<file path="config.mk">
export PLATFORM = sky130hd
export DESIGN_NAME = seven_segment_capture
export DESIGN_NICKNAME = d
export VERILOG_FILES = /design/src/rtl/seven_seg_pkg.sv /design/src/rtl/segment_digit_decode.sv /design/src/rtl/seven_segment_capture.sv
export SDC_FILE = /design/constraint.sdc
export NUM_CORES = 1
export LEC_CHECK = 0
export CORE_MARGIN = 10
export CORE_UTILIZATION = 50
export CTS_CLUSTER_DIAMETER = 80
export CTS_CLUSTER_SIZE = 8
export DETAILED_ROUTE_END_ITERATION = 10
export PLACE_DENSITY_LB_ADDON = 0.3
export SETUP_SLACK_MARGIN = 0.05
export SLEW_MARGIN = 20
export SYNTH_ARGS = -nofsm -noshare
export SYNTH_HDL_FRONTEND = slang
export SYNTH_SLANG_ARGS = --single-unit
</file>
<file path="constraint.sdc">
create_clock -name i_Clk -period 8.4 [get_ports i_Clk]
set_input_delay 2.52 -clock i_Clk [delete_from_list [all_inputs] [get_ports i_Clk]]
set_output_delay 2.52 -clock i_Clk [all_outputs]
set_load 0.01 [all_outputs]
</file>
<file path="src/rtl/seven_seg_pkg.sv">
// Shared 7-segment definitions: segment bit order, digit glyphs, and the
// small helpers used to turn decoded digits into a value and change event.
package seven_seg_pkg;

  // Bit positions inside a 7-bit pattern, ordered {A,B,C,D,E,F,G}
  localparam int SEG_W = 7;
  localparam int SEG_A = 6;
  localparam int SEG_B = 5;
  localparam int SEG_C = 4;
  localparam int SEG_D = 3;
  localparam int SEG_E = 2;
  localparam int SEG_F = 1;
  localparam int SEG_G = 0;

  // Active-high glyphs (1 = segment lit), matching the Binary_To_7Segment encoder
  localparam logic [SEG_W-1:0] SEG_0     = 7'h7E;
  localparam logic [SEG_W-1:0] SEG_1     = 7'h30;
  localparam logic [SEG_W-1:0] SEG_2     = 7'h6D;
  localparam logic [SEG_W-1:0] SEG_3     = 7'h79;
  localparam logic [SEG_W-1:0] SEG_4     = 7'h33;
  localparam logic [SEG_W-1:0] SEG_5     = 7'h5B;
  localparam logic [SEG_W-1:0] SEG_6     = 7'h5F;
  localparam logic [SEG_W-1:0] SEG_7     = 7'h70;
  localparam logic [SEG_W-1:0] SEG_8     = 7'h7F;
  localparam logic [SEG_W-1:0] SEG_9     = 7'h7B;
  localparam logic [SEG_W-1:0] SEG_BLANK = 7'h00;

  typedef enum logic [1:0] {
    EV_NONE,
    EV_UP,
    EV_DOWN,
    EV_JUMP
  } change_e;

  // Two BCD digits to a 0..99 binary value
  function automatic logic [6:0] bcd_to_value(input logic [3:0] tens, input logic [3:0] ones);
    return ({3'b000, tens} * 7'd10) + {3'b000, ones};
  endfunction

  // Classify a change of held value; no wrap between 99 and 0
  function automatic change_e classify_change(input logic [6:0] old_v, input logic [6:0] new_v);
    logic [7:0] w_old;
    logic [7:0] w_new;
    w_old = {1'b0, old_v};
    w_new = {1'b0, new_v};
    if (w_new == w_old + 8'd1)      return EV_UP;
    else if (w_new + 8'd1 == w_old) return EV_DOWN;
    else                            return EV_JUMP;
  endfunction

endpackage

</file>
<file path="src/rtl/segment_digit_decode.sv">
// Combinational decode of one active-high 7-segment glyph back to a BCD digit.
module segment_digit_decode
  import seven_seg_pkg::*;
(
  input  logic [SEG_W-1:0] i_Pattern,
  output logic             o_Valid,
  output logic [3:0]       o_Digit
);

  // Exact match against the ten digit glyphs; anything else is undecodable
  always_comb begin
    o_Valid = 1'b1;
    o_Digit = 4'd0;
    case (i_Pattern)
      SEG_0:   o_Digit = 4'd0;
      SEG_1:   o_Digit = 4'd1;
      SEG_2:   o_Digit = 4'd2;
      SEG_3:   o_Digit = 4'd3;
      SEG_4:   o_Digit = 4'd4;
      SEG_5:   o_Digit = 4'd5;
      SEG_6:   o_Digit = 4'd6;
      SEG_7:   o_Digit = 4'd7;
      SEG_8:   o_Digit = 4'd8;
      SEG_9:   o_Digit = 4'd9;
      default: o_Valid = 1'b0;
    endcase
  end

endmodule

</file>
<file path="src/rtl/seven_segment_capture.sv">
// Receive side of a two-digit 7-segment display: synchronizes the pins,
// qualifies a stable pattern, decodes it and reports value-change events.
module seven_segment_capture
  import seven_seg_pkg::*;
#(
  parameter int STABLE_CYCLES = 16
) (
  input  logic             i_Clk,
  input  logic             i_Rst_L,
  input  logic [SEG_W-1:0] i_Segment1,
  input  logic [SEG_W-1:0] i_Segment2,
  output logic [3:0]       o_Tens,
  output logic [3:0]       o_Ones,
  output logic [6:0]       o_Value,
  output logic             o_Have_Value,
  output logic             o_Valid,
  output logic             o_Up,
  output logic             o_Down,
  output logic             o_Jump,
  output logic             o_Error,
  output logic             o_Blank
);

  localparam int               CNT_W   = $clog2(STABLE_CYCLES + 1);
  localparam logic [CNT_W-1:0] CNT_SAT = CNT_W'(STABLE_CYCLES);
  localparam logic [CNT_W-1:0] CNT_ACC = CNT_W'(STABLE_CYCLES - 1);

  logic [2*SEG_W-1:0] r_sync1;
  logic [2*SEG_W-1:0] r_sync2;
  logic [2*SEG_W-1:0] r_prev;
  logic [CNT_W-1:0]   r_cnt;

  logic [3:0] r_tens;
  logic [3:0] r_ones;
  logic [6:0] r_value;
  logic       r_have;
  logic       r_valid;
  logic       r_up;
  logic       r_down;
  logic       r_jump;
  logic       r_error;
  logic       r_blank;

  logic [2*SEG_W-1:0] w_pat;
  logic               w_match;
  logic               w_accept;
  logic               w_tens_ok;
  logic               w_ones_ok;
  logic [3:0]         w_tens;
  logic [3:0]         w_ones;
  logic [6:0]         w_new_value;
  change_e            w_change;

  // Pins are active-low; everything past the synchronizer works active-high
  assign w_pat    = ~r_sync2;
  assign w_match  = (w_pat == r_prev);
  assign w_accept = w_match && (r_cnt == CNT_ACC);

  // Two-flop synchronizer on all fourteen segment pins
  always_ff @(posedge i_Clk or negedge i_Rst_L) begin
    if (!i_Rst_L) begin
      r_sync1 <= '0;
      r_sync2 <= '0;
    end else begin
      r_sync1 <= {i_Segment1, i_Segment2};
      r_sync2 <= r_sync1;
    end
  end

  // Stability counter; saturating at STABLE_CYCLES keeps acceptance to one shot per pattern
  always_ff @(posedge i_Clk or negedge i_Rst_L) begin
    if (!i_Rst_L) begin
      r_prev <= '0;
      r_cnt  <= '0;
    end else begin
      r_prev <= w_pat;
      if (!w_match)
        r_cnt <= '0;
      else if (r_cnt != CNT_SAT)
        r_cnt <= r_cnt + 1'b1;
    end
  end

  segment_digit_decode u_tens_decode (
    .i_Pattern (w_pat[2*SEG_W-1:SEG_W]),
    .o_Valid   (w_tens_ok),
    .o_Digit   (w_tens)
  );

  segment_digit_decode u_ones_decode (
    .i_Pattern (w_pat[SEG_W-1:0]),
    .o_Valid   (w_ones_ok),
    .o_Digit   (w_ones)
  );

  assign w_new_value = bcd_to_value(w_tens, w_ones);
  assign w_change    = classify_change(r_value, w_new_value);

  // History register and event pulses, updated only on an accepted pattern
  always_ff @(posedge i_Clk or negedge i_Rst_L) begin
    if (!i_Rst_L) begin
      r_tens  <= '0;
      r_ones  <= '0;
      r_value <= '0;
      r_have  <= 1'b0;
      r_valid <= 1'b0;
      r_up    <= 1'b0;
      r_down  <= 1'b0;
      r_jump  <= 1'b0;
      r_error <= 1'b0;
      r_blank <= 1'b0;
    end else begin
      r_valid <= 1'b0;
      r_up    <= 1'b0;
      r_down  <= 1'b0;
      r_jump  <= 1'b0;
      if (w_accept) begin
        if (w_tens_ok && w_ones_ok) begin
          r_error <= 1'b0;
          r_blank <= 1'b0;
          if (!r_have || (w_new_value != r_value)) begin
            r_tens  <= w_tens;
            r_ones  <= w_ones;
            r_value <= w_new_value;
            r_have  <= 1'b1;
            r_valid <= 1'b1;
            // The first value after reset has nothing to be compared against
            if (r_have) begin
              r_up   <= (w_change == EV_UP);
              r_down <= (w_change == EV_DOWN);
              r_jump <= (w_change == EV_JUMP);
            end
          end
        end else if (w_pat == {SEG_BLANK, SEG_BLANK}) begin
          r_blank <= 1'b1;
          r_error <= 1'b0;
        end else begin
          r_error <= 1'b1;
          r_blank <= 1'b0;
        end
      end
    end
  end

  assign o_Tens       = r_tens;
  assign o_Ones       = r_ones;
  assign o_Value      = r_value;
  assign o_Have_Value = r_have;
  assign o_Valid      = r_valid;
  assign o_Up         = r_up;
  assign o_Down       = r_down;
  assign o_Jump       = r_jump;
  assign o_Error      = r_error;
  assign o_Blank      = r_blank;

endmodule

</file>
==> summary.txt <==
Timing
  – Layout Skew: 8.47 ps
  – RSZ-0062 raised after global routing: false
  – Max Clk Rate: ~210 MHz
  – Least-Margin Pin Slew: around 950 ps
  – Endpoints failing setup: 0
  – Setup_tns: 0 ps
  – Final setup margin: between 3000 and 4000 ps
  – Normalized max-slew margin: a little over a third
  – Crit path time final: 4840 ps
  – Final Cycle Share: 57.6%
  – Slew Limit Fails: 0
  – Hold Fails Final Rpt: 0

Worst setup path
  – CP peak stage delay: slightly above 600 ps
  – Worst setup EP type: flip-flop
  – Critical Path AT: just over 5000 ps
  – CP Class: reg2reg
  – Worst reg2reg endpoint: o_Tens[2]$_DFFE_PN0P_
  – Crit path max-delay cell type: fa_1
  – Crit-path cells: inv_2 > nor4_1 > a31oi_1 > or3_1 > o21a_1 > nor2_1 > ha_1 > ha_1 > fa_1 > nand4_1 > a211o_1 > o311ai_1 > nor3_2 > xor2_1 > o21ai_4 > mux2_4
  – CP dominant cell by count: ha_1
  – Reg2reg start: r_sync2[11]$_DFF_PN0_
  – CP Launch Type: flip-flop
  – Crit-path max FO: 10
  – Cells on worst reg2reg path: 16
  – Worst reg-to-reg setup slack: roughly 3600 ps
  – Worst EP required: 8630 ps

Route
  – WL/cell: approximately 16 um
  – Vias per cell: 5.69
  – Max layer used: met4
  – Post-DRT Antenna Nets: 0
  – # DRC: 0
  – Met2 wire length: about 3700 um
  – Drt total wl: a little under 8000 um
  – Metal1 wirelength: around 3700 um
  – First DRT Iteration DRCs: between 150 and 200
  – Drt first pass iters: 5
  – Via Count: 2803
  – Met3 routed wirelength: roughly 370 um

Die
  – I/O pin count: 38
  – DIE WIDTH: between 100 and 150 um
  – # rows: 31
  – Initial Utilization: about half
  – Core Footprint: 7290 sq um
  – Die height: about 110 um
  – Total die area: ~11000 sq um

CTS
  – CTS root buffer: clkbuf_8
  – Post-CTS Setup Inserts: 0
  – CTS Buffer Depth: 2
  – TritonCTS clock tree: done
  – # clock sinks: 68
  – CTS buffer count: 9
  – CTS clk-pin slew, worst paths: roughly 70 ps
  – Resized Gates After CTS: 0
  – Hold_buf cts: 0
  – H-tree Lvls: 3
  – Clk_lat worst skew: ~350 ps

Cells and area
  – N_diodes: 0
  – Share of cells above drive strength 1: about an eighth
  – Layout overhead on the synthesized area: 15.2%
  – Final nets: ~420
  – Fin cells: slightly below 500
  – Commonest non-fill, non-tap cell in the layout: dfrtp_1
  – End-of-flow core utilization: about 60%
  – Commonest non-fill, non-tap cells in the layout: dfrtp_1, clkdlybuf4s50_1, inv_1, xnor2_1, nand2_1

Place
  – DP Wirelength: around 6000 um
  – Dpl ws: about 3500 ps
  – Final Wtd Congestion: about 0.92
  – IO Port Bufs: 37
  – Post-placement cell count: ~480

Power and ir drop
  – Max rail drop VDD: about 0.00011 V
  – Pwr dens: approximately 140 nW/um^2
  – Lkg Pwr: roughly 0.0019 uW

Global routing
  – Largest net degree at the start of global routing: between 60 and 70
  – Grt ovf: 0
  – GRT Overall Usage: roughly 15%
  – First-pass GRT wire length: about 14000 um
  – Vias in the first global route: 2753
  – Initial antenna violation count: 0

Hold path
  – Depth of the worst hold-timing path: 0
  – Hold Path Class: reg2reg
  – Hold_sp: r_sync1[9]$_DFF_PN0_
  – Hold Path End: r_sync2[9]$_DFF_PN0_

Logic synthesis
  – Synth unique cells: 70
  – Synth Instances: 357
  – Synthesized flop and latch total: around 70
  – Synth Net Count: around 390
  – Yosys top cell by area: dfrtp_1
  – Yosys warnings: 0
  – Area contributors post-synth: dfrtp_1, xnor2_1, mux2_4
  – Post-synth EDFFs: 0
  – Mapped Avg Cell Area: around 11 sq um
  – Seq/Total Area, Yosys: between 40% and 50%
  – Syn Std Cell Area: between 3000 and 4000 sq um
  – Ys flop type: dfrtp_1
  – Yosys top cell area share: between 40% and 50%
  – Async set or reset register ratio after synthesis: 100%

Status
  – Status: finished, final reports clean

Flow run
  – # Max-Cap Violations: 0
[registers in the layout (all words and copies together) (netlist names), 4 cells and up]
register	count
r_sync1	14
o_Tens	4
r_cnt	5
r_sync2	14
o_Ones	4
o_Value	6
r_prev	14
[final cells by class]
type | instances | area [sq um]
well taps | 99 | 124
flip-flops and latches | 68 | 1700
clock inverters | 6 | 41.3
inverters | 25 | 93.8
multi-input cells | 248 | 1890
fillers | 641 | 2940
repair buffers | 38 | 373
clock buffers | 9 | 124
[how the worst max path moves through the flow]
stage / startpoint / end / slack [ps] / cells after the start
3_5_place_dp: r_sync2[11]$_DFF_PN0_ / o_Tens[1]$_DFFE_PN0P_ / 3540 / 16
4_1_cts: r_sync2[11]$_DFF_PN0_ / o_Tens[2]$_DFFE_PN0P_ / 3520 / 16
2_1_floorplan: r_sync2[11]$_DFF_PN0_ / o_Down$_DFF_PN0_ / 4010 / 17
3_3_place_gp: r_sync2[11]$_DFF_PN0_ / o_Down$_DFF_PN0_ / 3740 / 17
5_1_grt: r_sync2[11]$_DFF_PN0_ / o_Tens[2]$_DFFE_PN0P_ / 3200 / 16
6_report: r_sync2[11]$_DFF_PN0_ / o_Tens[2]$_DFFE_PN0P_ / 3560 / 16
[cell usage after synthesis (all sizes together), types with 2 or more instances]
cell type	number
a211o	4
a211oi	6
a21boi	2
a21o	3
a21oi	14
a31oi	5
and2	2
and3	4
and4	2
buf	8
clkbuf	8
dfrtp	68
fa	2
ha	10
inv	25
mux2	12
nand2	20
nand3	13
nand3b	3
nand4	11
nor2	20
nor3	14
nor3b	2
nor4	8
nor4b	3
o2111a	2
o2111ai	3
o211ai	4
o21a	3
o21ai	16
or2	2
or3	5
or4	2
xnor2	22
xor2	11
[cell families after synthesis]
kind of cell	share of synthesized area [%]
and+or+nand+nor	17.5
AOI/OAI and AO/OA	14.5
DFF	45.1
buffers and inverters	4.80
xor gates and xnor gates	8.88
muxes	4.84
adders and majority gates	4.37
[through the flow]
stage / hold slack (ps) / power (uW) / area [sq um]
floorplan: 331 / 384 / 3780
global placement: 332 / 403 / 4190
detailed placement: 335 / 404 / 4190
CTS: 346 / 636 / 4350
global route: 358 / 658 / 4350
finish: 346 / 630 / 4350
[routing by layer]
metal	vias up	GRT usage, %
met5	-	0
met4	0	7.83
met3	19	4.01
met2	64	22.3
met1	1365	18.2
li1	1355	-
[worst max-delay path: cells and delay by family, from the launching register on]
family                     cells  cell delay (ps)
AOI/OAI and AO/OA              5             1220
and+or+nand+nor                5             1220
xor gates and xnor gates       1              240
DFF                            1              460
adders and majority gates      3             1120
muxes                          1              350
buffers and inverters          1               90
[report_power, final]
part           switching (uW)  total [uW]  internal [uW]
Sequential               11.5         349            337
Clock                     127         232            105
Combinational            27.7        48.9           21.2
Total                     166         630            464
(Power assumes the default switching activity.)
